**config.mk**
```make
export PLATFORM = sky130hd
export DESIGN_NAME = ws281x_pattern_gen
export DESIGN_NICKNAME = d
export VERILOG_FILES = /design/src/rtl/ws281x_pattern_gen.sv
export SDC_FILE = /design/constraint.sdc
export NUM_CORES = 1
export LEC_CHECK = 0
export CORE_MARGIN = 2
export CORE_UTILIZATION = 55
export DETAILED_ROUTE_END_ITERATION = 6
export PLACE_DENSITY = 0.75
export SLEW_MARGIN = 20
export SYNTH_ARGS = -nofsm -noshare
export SYNTH_HDL_FRONTEND = slang
export SYNTH_SLANG_ARGS = --single-unit
export TNS_END_PERCENT = 100
```
**constraint.sdc**
```tcl
create_clock -name clk_i -period 7.2 [get_ports clk_i]
set_input_delay 0.72 -clock clk_i [delete_from_list [all_inputs] [get_ports clk_i]]
set_output_delay 0.72 -clock clk_i [all_outputs]
set_load 0.05 [all_outputs]
```
**src/rtl/ws281x_pattern_gen.sv**
```systemverilog
// Pixel-stream source for a WS281x LED chain: whole frames of hue-wheel, solid or
// blank pixels with brightness scaling, followed by a fixed inter-frame gap.
module ws281x_pattern_gen #(
    parameter int unsigned NumLeds    = 8,
    parameter int unsigned StepCycles = 2_500_000,
    parameter int unsigned HueSpread  = 24,
    parameter int unsigned GapCycles  = 4_000
) (
    input  logic        clk_i,
    input  logic        rst_ni,
    input  logic        enable_i,
    input  logic [1:0]  mode_i,
    input  logic [23:0] colour_i,
    input  logic [7:0]  bright_i,
    output logic [23:0] data_o,
    output logic        data_valid_o,
    output logic        data_last_o,
    input  logic        data_ack_i,
    output logic        busy_o,
    output logic        frame_done_o
);

    localparam int unsigned IdxW  = (NumLeds > 1) ? $clog2(NumLeds) : 1;
    localparam int unsigned StepW = (StepCycles > 1) ? $clog2(StepCycles) : 1;
    localparam int unsigned GapW  = (GapCycles > 1) ? $clog2(GapCycles) : 1;
    localparam int unsigned HueW  = 8;

    localparam logic [HueW-1:0] HueMax      = 8'd191;
    localparam logic [1:0]      ModeOff     = 2'd0;
    localparam logic [1:0]      ModeSolid   = 2'd1;
    localparam logic [1:0]      ModeRainbow = 2'd2;
    localparam logic [1:0]      ModeWheel   = 2'd3;

    typedef enum logic [1:0] {
        S_IDLE = 2'd0,
        S_SEND = 2'd1,
        S_GAP  = 2'd2
    } state_e;

    state_e            state_q, state_d;
    logic [StepW-1:0]  step_cnt_q;
    logic [HueW-1:0]   base_hue_q;
    logic [1:0]        frame_mode_q;
    logic [23:0]       frame_colour_q;
    logic [7:0]        frame_bright_q;
    logic [IdxW-1:0]   pix_idx_q, pix_idx_d;
    logic [HueW-1:0]   pix_hue_q, pix_hue_d;
    logic [GapW-1:0]   gap_cnt_q, gap_cnt_d;
    logic              frame_done_q, frame_done_d;
    logic              snap;
    logic              send;
    logic              is_last;
    logic [23:0]       level;

    // Six-segment wheel: one channel ramps while the other two sit at full/zero.
    function automatic logic [23:0] hue_to_rgb(input logic [HueW-1:0] h);
        logic [7:0] up;
        logic [7:0] dn;
        up = {h[4:0], 3'b000};
        dn = 8'd248 - up;
        case (h[7:5])
            3'd0:    hue_to_rgb = {8'd248, up,     8'd0};
            3'd1:    hue_to_rgb = {dn,     8'd248, 8'd0};
            3'd2:    hue_to_rgb = {8'd0,   8'd248, up};
            3'd3:    hue_to_rgb = {8'd0,   dn,     8'd248};
            3'd4:    hue_to_rgb = {up,     8'd0,   8'd248};
            3'd5:    hue_to_rgb = {8'd248, 8'd0,   dn};
            default: hue_to_rgb = 24'd0;
        endcase
    endfunction

    function automatic logic [7:0] scale(input logic [7:0] lvl, input logic [7:0] br);
        logic [16:0] prod;
        prod  = 17'(lvl) * (17'(br) + 17'd1);
        scale = 8'(prod >> 8);
    endfunction

    function automatic logic [HueW-1:0] hue_add(input logic [HueW-1:0] h);
        logic [HueW:0] sum;
        sum = {1'b0, h} + 9'(HueSpread);
        hue_add = (sum > {1'b0, HueMax}) ? 8'(sum - 9'd192) : 8'(sum);
    endfunction

    // Base-hue step timer; frozen while disabled.
    always_ff @(posedge clk_i or negedge rst_ni) begin
        if (!rst_ni) begin
            step_cnt_q <= '0;
            base_hue_q <= '0;
        end else if (enable_i) begin
            if (step_cnt_q == StepW'(StepCycles - 1)) begin
                step_cnt_q <= '0;
                base_hue_q <= (base_hue_q == HueMax) ? '0 : base_hue_q + 8'd1;
            end else begin
                step_cnt_q <= step_cnt_q + StepW'(1);
            end
        end
    end

    assign send    = (state_q == S_SEND);
    assign is_last = (pix_idx_q == IdxW'(NumLeds - 1));

    always_comb begin
        state_d      = state_q;
        pix_idx_d    = pix_idx_q;
        pix_hue_d    = pix_hue_q;
        gap_cnt_d    = gap_cnt_q;
        frame_done_d = 1'b0;
        snap         = 1'b0;
        case (state_q)
            S_IDLE: begin
                if (enable_i) begin
                    snap      = 1'b1;
                    pix_idx_d = '0;
                    pix_hue_d = base_hue_q;
                    state_d   = S_SEND;
                end
            end
            S_SEND: begin
                if (data_ack_i) begin
                    pix_idx_d = pix_idx_q + IdxW'(1);
                    if (frame_mode_q == ModeWheel) begin
                        pix_hue_d = hue_add(pix_hue_q);
                    end
                    if (is_last) begin
                        frame_done_d = 1'b1;
                        gap_cnt_d    = '0;
                        state_d      = S_GAP;
                    end
                end
            end
            S_GAP: begin
                if (gap_cnt_q == GapW'(GapCycles - 1)) begin
                    state_d = S_IDLE;
                end else begin
                    gap_cnt_d = gap_cnt_q + GapW'(1);
                end
            end
            default: state_d = S_IDLE;
        endcase
    end

    always_ff @(posedge clk_i or negedge rst_ni) begin
        if (!rst_ni) begin
            state_q        <= S_IDLE;
            pix_idx_q      <= '0;
            pix_hue_q      <= '0;
            gap_cnt_q      <= '0;
            frame_done_q   <= 1'b0;
            frame_mode_q   <= ModeOff;
            frame_colour_q <= '0;
            frame_bright_q <= '0;
        end else begin
            state_q      <= state_d;
            pix_idx_q    <= pix_idx_d;
            pix_hue_q    <= pix_hue_d;
            gap_cnt_q    <= gap_cnt_d;
            frame_done_q <= frame_done_d;
            if (snap) begin
                frame_mode_q   <= mode_i;
                frame_colour_q <= colour_i;
                frame_bright_q <= bright_i;
            end
        end
    end

    // Unscaled pixel level from the frame snapshot.
    always_comb begin
        level = '0;
        case (frame_mode_q)
            ModeOff:     level = '0;
            ModeSolid:   level = frame_colour_q;
            ModeRainbow: level = hue_to_rgb(pix_hue_q);
            ModeWheel:   level = hue_to_rgb(pix_hue_q);
            default:     level = '0;
        endcase
    end

    assign data_o       = send ? {scale(level[23:16], frame_bright_q),
                                  scale(level[15:8],  frame_bright_q),
                                  scale(level[7:0],   frame_bright_q)} : 24'd0;
    assign data_valid_o = send;
    assign data_last_o  = send && is_last;
    assign busy_o       = (state_q != S_IDLE);
    assign frame_done_o = frame_done_q;

endmodule

```
==> results of run 1 <==
## layout make-up
cell class | instances | area [sq um]
clock inverter | 7 | 72.57
sequential | 90 | 2253
fill | 1619 | 6957
tap | 265 | 331.6
multi-input combinational | 895 | 7925
timing repair buffer | 96 | 1109
inverter | 191 | 716.9
clock buffer | 9 | 225.2
## worst min-delay path by stage
stage	start	endpoint	depth (start not counted)
after floorplan	rst_ni	base_hue_q[0]	0
after global placement	pix_idx_q[2]	pix_idx_q[2]	1
after detailed placement	pix_idx_q[2]	pix_idx_q[2]	1
after CTS	rst_ni	gap_cnt_q[5]	1
after global routing	rst_ni	gap_cnt_q[6]	1
final	rst_ni	gap_cnt_q[6]	1
## state kept, by name, indices dropped and copies added (netlist names)
name,cells
base_hue_q,8
frame_bright_q,8
frame_colour_q,24
frame_done_o,1
frame_mode_q,2
gap_cnt_q,12
pix_hue_q,8
pix_idx_q,3
state_q,2
step_cnt_q,22
## metrics by stage
stage / instances / setup WS [ns] / util [%]
floorplan: 1214 / 0.5272 / -
global placement: 1536 / 0.6143 / 62.84
detailed placement: 1536 / 0.5281 / 62.84
CTS: 1552 / 0.1314 / 64.36
global route: 1553 / 0.04141 / 64.49
finish: 1553 / 0.3381 / 64.49
## what timing repair did
action / in CTS / in global routing
endpoints found under the hold margin: 0 / 0
endpoints found under the setup margin: 0 / 10
gates resized for setup: 0 / 4
## critical path, cell delays in order (launching register included)
cell and delay (ns):
sky130_fd_sc_hd__dfrtp_1 0.55, sky130_fd_sc_hd__nor2b_4 0.48, sky130_fd_sc_hd__a22oi_1 0.16, sky130_fd_sc_hd__buf_4 0.19, sky130_fd_sc_hd__or2_2 0.29, sky130_fd_sc_hd__fa_1 0.47, sky130_fd_sc_hd__fa_1 0.54, sky130_fd_sc_hd__inv_1 0.05
sky130_fd_sc_hd__fa_1 0.53, sky130_fd_sc_hd__inv_1 0.05, sky130_fd_sc_hd__fa_1 0.53, sky130_fd_sc_hd__inv_1 0.04, sky130_fd_sc_hd__ha_1 0.33, sky130_fd_sc_hd__nand4_1 0.17, sky130_fd_sc_hd__nor4_4 0.08, sky130_fd_sc_hd__o311ai_4 0.40
sky130_fd_sc_hd__a31oi_4 0.17, sky130_fd_sc_hd__a2111o_1 0.43, sky130_fd_sc_hd__o21ai_1 0.14, sky130_fd_sc_hd__buf_12 0.17
## kinds of logic after synthesis
kind of cell	after synthesis	share of synthesized area [%]
flops	90	20.42
compound gates	116	7.931
simple gates	444	20.24
mux	43	4.334
buf+inv	230	8.067
fa+ha+maj	225	33.70
xor+xnor	66	5.310
## layer usage
metal  GRT usage (%)  share of wire [%]  vias to the layer above
met5               0                  0                        -
met3           2.790                4.1                       35
li1                -                  -                     4081
met1           32.89                 44                     4208
met2           41.61                 50                      213
met4           6.225                2.2                        0
## layout by cell type, fill, tap and decap left out, types with 4 or more instances in the layout
| cell | n |
|---|---|
| sky130_fd_sc_hd__fa_1 | 120 |
| sky130_fd_sc_hd__a211oi_1 | 4 |
| sky130_fd_sc_hd__ha_1 | 105 |
| sky130_fd_sc_hd__nand2b_1 | 20 |
| sky130_fd_sc_hd__buf_12 | 23 |
| sky130_fd_sc_hd__buf_4 | 33 |
| sky130_fd_sc_hd__dfrtp_1 | 89 |
| sky130_fd_sc_hd__xnor2_1 | 40 |
| sky130_fd_sc_hd__clkbuf_16 | 9 |
| sky130_fd_sc_hd__a21o_1 | 9 |
| sky130_fd_sc_hd__or2_2 | 36 |
| sky130_fd_sc_hd__nor2_1 | 185 |
| sky130_fd_sc_hd__o22ai_1 | 5 |
| sky130_fd_sc_hd__nor2b_1 | 6 |
| sky130_fd_sc_hd__o21a_1 | 9 |
| sky130_fd_sc_hd__nor4_1 | 4 |
| sky130_fd_sc_hd__o21ai_0 | 21 |
| sky130_fd_sc_hd__mux2i_1 | 5 |
| sky130_fd_sc_hd__nor3_1 | 26 |
| sky130_fd_sc_hd__mux2_2 | 38 |
| sky130_fd_sc_hd__nand2_1 | 48 |
| sky130_fd_sc_hd__a22oi_2 | 4 |
| sky130_fd_sc_hd__nand4_1 | 14 |
| sky130_fd_sc_hd__a22oi_1 | 9 |
| sky130_fd_sc_hd__or3_1 | 5 |
| sky130_fd_sc_hd__inv_1 | 190 |
| sky130_fd_sc_hd__nand3b_1 | 6 |
| sky130_fd_sc_hd__and3_1 | 17 |
| sky130_fd_sc_hd__xor2_1 | 25 |
| sky130_fd_sc_hd__nand3_1 | 39 |
| sky130_fd_sc_hd__clkdlybuf4s50_1 | 40 |
| sky130_fd_sc_hd__a21oi_1 | 22 |
| sky130_fd_sc_hd__and2_1 | 9 |
==> results.md, run 1 <==
- The total overflow reported by the global router is 0.
- The kind of launch point of the worst setup path is a flop.
- The first detailed-routing pass ran for 5 iterations.
- Sorting the synthesized cells by area gives the leading types as sky130_fd_sc_hd__fa_1 22%, sky130_fd_sc_hd__dfrtp_1 20%, sky130_fd_sc_hd__ha_1 12%, sky130_fd_sc_hd__inv_1 6.5%, sky130_fd_sc_hd__nor2_1 6.3%.
- The worst path needs 6.862 ns of the cycle, external delays included.
- After layout, the worst path uses 95.30% of the clock period.
- For the pin with the worst max-slew slack, the measured transition is 0.9606 ns.
- The total of warnings raised by yosys is 0.
- The hold violation total from the final report is 0.
- The most used standard cell by instance count after synthesis is sky130_fd_sc_hd__inv_1.
- In this run the worst path has a maximum fanout of 14.
- The routability congestion estimate is 0.9065.
- The root buffer cell is sky130_fd_sc_hd__clkbuf_16.
- By count the netlist is led by 190 x sky130_fd_sc_hd__inv_1, 186 x sky130_fd_sc_hd__nor2_1, 120 x sky130_fd_sc_hd__fa_1.
- The maximum level of the CTS H-tree is 3.
- The worst setup path is captured at a primary output.
- The area of the placeable core is 19,590 sq um.
- The total routing resource utilization after global routing is 24.23%.
- The detail route stage leaves a number of antenna-violating nets equal to 0.
- The horizontal extent of the die is 145.6 um.
- Measured in cells, the most critical reg-to-reg path has a length of 11.
- The share of cells above drive strength 1 is 13.59%.
- The hold buffer count at CTS is 0.
- The dominant register cell in the synthesized netlist is sky130_fd_sc_hd__dfrtp_1.
- The maximum achievable frequency is 145.7 MHz.
- The die area is 21,200 sq um.
- Measured along the y axis, the die boundary spans 145.6 um.
- Summed over its instances, the top area cell type makes up 21.78% of the synthesized netlist area.
- The floorplan has 51 rows.
- After routing, the total negative slack on setup checks comes to 0 ns.
- The final antenna diode count is 0.
- The average wire length per cell after detail routing is 16.07 um.
- The clock edge transition at the registers on the reported setup and hold paths is 0.08 ns.
- The timing startpoint of the critical path is frame_mode_q[0].
- The first routing iteration left 579 violations.
- The maximum clock skew at final layout is 0.008371 ns.
- Synthesis produced a netlist whose cell count is 1,214.
- Dividing the detail-routed via count by the number of cells gives 5.497.
- The average instance in the mapped netlist occupies 9.084 sq um.
- The path class of the tightest hold or removal check is in -> async.
- The number of pins with negative max-slew slack in the final report is 0.
- The CTS tree is built.
- The worst reg2reg path endpoint is pix_hue_q[7].
- Following the worst setup path forward leads to its endpoint at data_o[15].
- The routed layout has 8,537 vias.
- For this design, the sink count on the clock tree is 90.
- The number of design rule violations left after detail routing is 0.
- The half-perimeter wire length after placement is 19,420 um.
- The flow ran to the end, and the final reports show no timing, DRC or antenna violations.
- After synthesis the netlist holds a flip-flop and latch count of 90.
- Measured against its own limit, the worst slew margin works out to 35.96%.
- Setup repair after global routing left no endpoint under its margin.
- The dominant cell type by area after synthesis is sky130_fd_sc_hd__fa_1.
- The post-synthesis cell area is 11,030 sq um.
- The share of synthesized area occupied by flip-flops and latches is 20.42%.
- The summed area of non-filler cells in the final layout is 12,630 sq um.
- Setup slack on the worst reg-to-reg path comes out at 4.62 ns.
- The post-synthesis net count is 1,477.
- The layout-stage area growth over the synthesis result is 14.56%.
- For this configuration, the core starts out at a cell density of 56.29%.
- The via count of the first global-routing pass is 8,652.
- The number of flops mapped to enable cells by yosys is 0.
- Once placement finished, the instance area stood at 12,310 sq um.
- The kind of critical path is reg -> out.
- The count of boundary I/O pins is 66.
- The later pin in the worst-skew pair is clocked with a latency of 0.36 ns.
- In this run the critical register-to-register path is launched from pix_hue_q[3].
- The initial antenna violation count is 0.
- The number of buffer cells added on primary ports is 65.
- The fraction of registers with async set/reset is 100.0%.
- The first-pass GRT wire length is 42,070 um.
- The buffer levels on the longest clock path is 2.
- The pin count of the biggest net entering global routing is 73.
- The setup fix buffers added after clock tree synthesis is 0.
- In the final design database the tool counted 1,546 nets.
- The number of buffers created by CTS is 9.
- The tool flagged a number of max-cap violations equal to 0.
- STA puts the critical path data required time at 6.48 ns.
- The count of endpoints failing setup in the final report is 0.
- For this block, the routed nets add up to 24,950 um of wire.
- The synthesized netlist contains 76 unique library cells.
- The signal arrival time at the worst endpoint is 6.14 ns.
- The worst hold slack after final layout is 0.2246 ns.
Power of run 1 is not shown: default switching activity piles up to over one toggle a cycle in this logic, so the estimate is an artifact.
==> run 2: changes to the inputs <==
Settings changed: SETUP_SLACK_MARGIN set to 0.4.
==> results.md, run 2 (synthesis results as in run 1) <==
- The run finished with clean final reports.
- The number of clock sinks is 90 (unchanged).
- The worst relative slew slack is 37.38% (+1.4 points).
- The final setup TNS came to 0 ns (unchanged).
- The average wire length per cell after detail routing is 16.18 um (+0.68%).
- The worst register-to-register path begins at pix_hue_q[3].
- The most frequent standard cell in the layout excluding fill and tap cells is sky130_fd_sc_hd__inv_1.
- The number of buffer cells added on primary ports is 65 (unchanged).
- The first-pass GRT wire length was 42,500 um (+1.0%).
- The count of non-filler cells in the finished layout is 1,559 (+0.39%).
- The register-to-register path setup slack is 4.62 ns (about the same).
- The flip-flop count of the largest register after layout is 24 (unchanged).
- The final antenna diode count is 0 (unchanged).
- The detail-routed via count per cell is 5.553 (+1.0%).
- The effective utilization at floorplan came to 56.29% (unchanged).
- TritonCTS built the clock tree.
- The half-perimeter wire length after placement came to 19,420 um (unchanged).
- STA classifies the critical path startpoint as a flop.
- Ranked by flip-flop count, first place goes to frame_colour_q.
- The layout-stage area growth over the synthesis result is 16.27%.
- The number of placement rows came to 51 (unchanged).
- The count of antenna-violating nets left after detailed routing is 0 (unchanged).
- The number of buffers created by CTS is 9 (unchanged).
- The largest driver fanout on the critical path is 13 (-1).
- The total overflow reported by the global router is 0 (unchanged).
- The first-pass detailed-route iteration total is 5 (unchanged).
- The initial antenna violation count is 0 (unchanged).
- The final clock period utilization by the worst path came to 91.56% (-3.7 points).
- The clock edge transition at the registers on the reported setup and hold paths came to 0.07 ns (about the same).
- The required time of the critical path came to 6.48 ns (about the same).
- In the layout the commonest cells are 190 x sky130_fd_sc_hd__inv_1, 185 x sky130_fd_sc_hd__nor2_1, 120 x sky130_fd_sc_hd__fa_1.
- The area of the placeable core is 19,590 sq um (unchanged).
- The total wirelength of the detailed-routed design was 25,220 um (+1.1%).
- The clock insertion delay at the later pin of the skew report was 0.35 ns (about the same).
- The final net count came to 1,552 (+0.39%).
- The number of placed cells counting well taps is 1,536 (unchanged).
- The summed area of non-filler cells in the final layout is 12,820 sq um (+1.5%).
- The die area is 21,200 sq um (unchanged).
- The routability congestion estimate was 0.9065 (unchanged).
- The buffer levels on the longest clock path is 2 (unchanged).
- The hold buffer count at CTS is 0 (unchanged).
- The horizontal extent of the die was 145.6 um (unchanged).
- The post-placement cell area is 12,310 sq um (unchanged).
- The worst hold-check path type is in -> async.
- The worst path setup slack after routing is 0.6076 ns (+0.2695 ns).
- The number of DRC markers in iteration 0 is 545 (-5.9%).
- Setup repair after global routing could not meet its margin everywhere.
- The signal arrival time at the worst endpoint was 5.87 ns (-0.27 ns).
- The number of filler cells placed in the layout is 1,608 (-0.68%).
- The max-capacitance violation count is 0 (unchanged).
- The minimum setup slack after placement is 0.5281 ns (unchanged).
- The floorplan die height is 145.6 um (unchanged).
- The worst setup path is captured at a primary output.
- The vias after detailed routing is 8,657 (+1.4%).
- The pin count of the biggest net entering global routing was 73 (unchanged).
- The largest registers in the layout are frame_colour_q (24), step_cnt_q (22), gap_cnt_q (12).
- In this run the critical register-to-register path is captured at pix_hue_q[7].
- The shortest period the worst path allows is 6.592 ns (-0.2695 ns).
- The count of endpoints failing setup in the final report was 0 (unchanged).
- The number of pins with negative max-slew slack in the final report is 0 (unchanged).
- The maximum achievable frequency is 151.7 MHz (+4.1%).
- The total routing resource utilization after global routing is 24.48% (+0.26 points).
- The share of cells above drive strength 1 was 15.46% (+1.9 points).
- The number of cell instances on the worst register-to-register path is 11 (unchanged).
- The number of design rule violations left after detail routing was 0 (unchanged).
- The kind of critical path is reg -> out.
- The via count of the first global-routing pass came to 8,720 (+0.79%).
- The root buffer cell is sky130_fd_sc_hd__clkbuf_16.
- The maximum clock skew at final layout is 0.006870 ns (-0.001501 ns).
- The count of boundary I/O pins is 66 (unchanged).
- The maximum level of the CTS H-tree is 3 (unchanged).
- The hold violation total from the final report is 0 (unchanged).
- The slew of the pin with the lowest slew margin is 0.9392 ns (-0.02132 ns).
## run 2: worst max-delay path, stage by stage (launching register included)
cell                       delay [ns]
sky130_fd_sc_hd__dfrtp_2         0.49
sky130_fd_sc_hd__or3_1           0.44
sky130_fd_sc_hd__a32o_1          0.33
sky130_fd_sc_hd__and2_1          0.20
sky130_fd_sc_hd__fa_1            0.50
sky130_fd_sc_hd__fa_1            0.53
sky130_fd_sc_hd__fa_1            0.54
sky130_fd_sc_hd__inv_1           0.05
sky130_fd_sc_hd__fa_1            0.53
sky130_fd_sc_hd__inv_1           0.04
sky130_fd_sc_hd__ha_1            0.33
sky130_fd_sc_hd__o21ai_1         0.16
sky130_fd_sc_hd__nor4_4          0.09
sky130_fd_sc_hd__o311ai_4        0.41
sky130_fd_sc_hd__a31oi_4         0.17
sky130_fd_sc_hd__a2111o_1        0.45
sky130_fd_sc_hd__o21ai_2         0.09
sky130_fd_sc_hd__buf_12          0.16
## run 2: stage by stage
stage | hold slack, ns | util, %
5_1_grt | 0.2406 | 65.45
3_5_place_dp | 0.4873 | 62.84
4_1_cts | 0.2298 | 64.67
2_1_floorplan | 0.4244 | -
6_report | 0.2278 | 65.45
3_3_place_gp | 0.4808 | 62.84
## run 2: repair_timing
action / 4_1_cts / 5_1_grt
endpoints found under the setup margin: 12 / 17
pin swaps: 0 / 4
resized for setup: 4 / 28
gates cloned: 1 / 0
setup buffers: 2 / 4
## run 2: worst max path at each step
stage                                 start          to  slack [ns]  cells past startpoint
after detailed placement       pix_hue_q[5]  data_o[23]        0.53                     17
final                          pix_hue_q[6]  data_o[15]        0.61                     17
after CTS                      pix_hue_q[5]  data_o[23]        0.37                     17
after global placement         pix_hue_q[5]  data_o[23]        0.61                     17
after floorplan           frame_bright_q[0]   data_o[7]        0.53                     16
after global routing           pix_hue_q[3]  data_o[23]        0.35                     17
## run 2: layer usage
layer	vias to the layer above	track usage (%)	wire length, um
met5	-	0	0
met3	47	2.821	1354
met1	4267	33.03	10680
met2	249	41.85	12470
met4	0	7.206	711
li1	4094	-	-
## run 2: cell type report
class                   instances  area (sq um)  share of cell area [%]
repair buffers                102          1167                   9.104
clock inverters                 7         72.57                  0.5660
multi-input cells             895          8046                   62.75
flip-flops and latches         90          2262                   17.64
well taps                     265         331.6                   2.586
clock buffers                   9         225.2                   1.756
inverters                     191         716.9                   5.591
Power of run 2 is left out for the same reason.
==> run 3: changes to the inputs <==
Settings changed: MAX_ROUTING_LAYER set to met4.
==> results.md, run 3 (synthesis results as in run 1) <==
- The flow ran to the end, and the final reports show no timing, DRC or antenna violations.
- The final antenna diode count is 0 (unchanged).
- The largest driver fanout on the critical path is 13 (unchanged).
- The number of placement rows was 51 (unchanged).
- The maximum level of the CTS H-tree was 3 (unchanged).
- The number of buffer cells added on primary ports is 65 (unchanged).
- The path class of the tightest hold or removal check is in -> async.
- The worst relative slew slack is 37.04% (-0.35 points).
- The root buffer cell is sky130_fd_sc_hd__clkbuf_16.
- The hold violation total from the final report came to 0 (unchanged).
- The routability congestion estimate is 0.9222 (+1.7%).
- The global-route met3 utilization is 2.759% (-0.063 points).
- The count of endpoints failing setup in the final report is 0 (unchanged).
- The pin count of the biggest net entering global routing is 73 (unchanged).
- The number of pins with negative max-slew slack in the final report is 0 (unchanged).
- The layout-stage area growth over the synthesis result came to 16.27% (unchanged).
- In the layout the commonest cells are 190 x sky130_fd_sc_hd__inv_1, 185 x sky130_fd_sc_hd__nor2_1, 120 x sky130_fd_sc_hd__fa_1.
- The maximum achievable frequency is 151.5 MHz (-0.12%).
- The die area is 21,200 sq um (unchanged).
- The required time of the critical path is 6.48 ns (about the same).
- The critical path is of the reg -> out type.
- The initial antenna violation count is 0 (unchanged).
- The count of boundary I/O pins is 66 (unchanged).
- The half-perimeter wire length after placement is 19,420 um (unchanged).
- The total routing resource utilization after global routing is 25.28% (+0.79 points).
- The detail-routed via count per cell is 5.536 (-0.31%).
- The floorplan die height came to 145.6 um (unchanged).
- The flip-flop count of the largest register after layout is 24 (unchanged).
- The number of filler cells placed in the layout is 1,608 (unchanged).
- The most frequent standard cell in the layout excluding fill and tap cells is sky130_fd_sc_hd__inv_1.
- met2 is the most crowded layer.
- The global-route met2 utilization was 41.85% (unchanged).
- The total wirelength of the detailed-routed design is 25,310 um (+0.34%).
- The buffer levels on the longest clock path is 2 (unchanged).
- The slew of the pin with the lowest slew margin is 0.9444 ns (+0.005203 ns).
- The kind of launch point of the worst setup path is a flop.
- The final clock period utilization by the worst path is 91.67% (+0.11 points).
- The shortest period the worst path allows is 6.600 ns (+0.007671 ns).
- The met1 layer usage reported by global route was 33.20% (+0.16 points).
- The final setup TNS is 0 ns (unchanged).
- The average wire length per cell after detail routing is 16.23 um (+0.34%).
- The effective utilization at floorplan is 56.29% (unchanged).
- The clock insertion delay at the later pin of the skew report was 0.35 ns (about the same).
- The count of non-filler cells in the finished layout is 1,559 (unchanged).
- frame_colour_q holds more flip-flops than any other register.
- The first-pass GRT wire length is 42,550 um (+0.11%).
- The number of buffers created by CTS was 9 (unchanged).
- The area of the placeable core came to 19,590 sq um (unchanged).
- The signal arrival time at the worst endpoint came to 5.88 ns (about the same).
- The vias after detailed routing is 8,630 (-0.31%).
- The first-pass detailed-route iteration total is 4 (-1).
- The largest registers in the layout are frame_colour_q (24), step_cnt_q (22), gap_cnt_q (12).
- The number of design rule violations left after detail routing is 0 (unchanged).
- The maximum clock skew at final layout came to 0.007484 ns (+0.0006143 ns).
- The type of element capturing the critical path is a primary output.
- The count of antenna-violating nets left after detailed routing is 0 (unchanged).
- The clock edge transition at the registers on the reported setup and hold paths is 0.07 ns (about the same).
- The number of placed cells counting well taps is 1,536 (unchanged).
- The CTS tree is built.
- Setup repair after global routing could not meet its margin everywhere.
- The hold buffer count at CTS is 0 (unchanged).
- The number of clock sinks was 90 (unchanged).
- The horizontal extent of the die is 145.6 um (unchanged).
- The final net count came to 1,552 (unchanged).
- The total overflow reported by the global router is 0 (unchanged).
- The number of DRC markers in iteration 0 is 570 (+4.6%).
- The share of cells above drive strength 1 is 15.46% (unchanged).
- The max-capacitance violation count is 0 (unchanged).
- The via count of the first global-routing pass came to 8,721 (+0.011%).
-- run 3: layout make-up --
type | instances | area, sq um | area share, %
multi-input combinational | 895 | 8046 | 62.75
sequential | 90 | 2262 | 17.64
timing repair buffer | 102 | 1167 | 9.104
inverter | 191 | 716.9 | 5.591
tap | 265 | 331.6 | 2.586
clock buffer | 9 | 225.2 | 1.756
clock inverter | 7 | 72.57 | 0.5660
-- run 3: per-layer routing --
layer / share of wire, % / up-vias
li1: - / 4093
met4: 2.7 / 0
met5: 0 / -
met1: 43 / 4265
met3: 4.7 / 44
met2: 49 / 228
-- run 3: final timing paths --
kind / startpoint / endpoint / slack (ns) / cells after the start
max reg2reg: pix_hue_q[3] / pix_hue_q[7] / 4.63 / 11
min reg2reg: step_cnt_q[2] / step_cnt_q[2] / 0.51 / 1
max in group asynchronous: rst_ni / pix_hue_q[5] / 5.65 / 2
min: rst_ni / gap_cnt_q[6] / 0.23 / 1
max: pix_hue_q[6] / data_o[15] / 0.60 / 17
min in group clk_i: step_cnt_q[2] / step_cnt_q[2] / 0.51 / 1
-- run 3: critical path: stages, from the launching register on --
cell and delay, ns:
sky130_fd_sc_hd__dfrtp_2 0.49, sky130_fd_sc_hd__or3_1 0.44, sky130_fd_sc_hd__a32o_1 0.33, sky130_fd_sc_hd__and2_1 0.20, sky130_fd_sc_hd__fa_1 0.50, sky130_fd_sc_hd__fa_1 0.53, sky130_fd_sc_hd__fa_1 0.54, sky130_fd_sc_hd__inv_1 0.05
sky130_fd_sc_hd__fa_1 0.53, sky130_fd_sc_hd__inv_1 0.04, sky130_fd_sc_hd__ha_1 0.33, sky130_fd_sc_hd__o21ai_1 0.16, sky130_fd_sc_hd__nor4_4 0.09, sky130_fd_sc_hd__o311ai_4 0.41, sky130_fd_sc_hd__a31oi_4 0.17, sky130_fd_sc_hd__a2111o_1 0.45
sky130_fd_sc_hd__o21ai_2 0.09, sky130_fd_sc_hd__buf_12 0.16
-- run 3: per-stage QoR --
stage | util (%) | hold slack, ns | setup WS (ns) | area, sq um
2_1_floorplan | - | 0.4244 | 0.5272 | 11030
3_3_place_gp | 62.84 | 0.4808 | 0.6143 | 12310
3_5_place_dp | 62.84 | 0.4873 | 0.5281 | 12310
4_1_cts | 64.67 | 0.2298 | 0.3726 | 12670
5_1_grt | 65.45 | 0.2406 | 0.3526 | 12820
6_report | 65.45 | 0.2286 | 0.6000 | 12820
-- run 3: timing repair --
| item | CTS | global route |
|---|---|---|
| hold endpoints to repair | 0 | 0 |
| pin swaps | 0 | 4 |
| resized for setup | 4 | 28 |
| setup endpoints to repair | 12 | 17 |
| buffers inserted | 2 | 4 |
| gates cloned | 1 | 0 |
Power of run 3 is left out for the same reason.
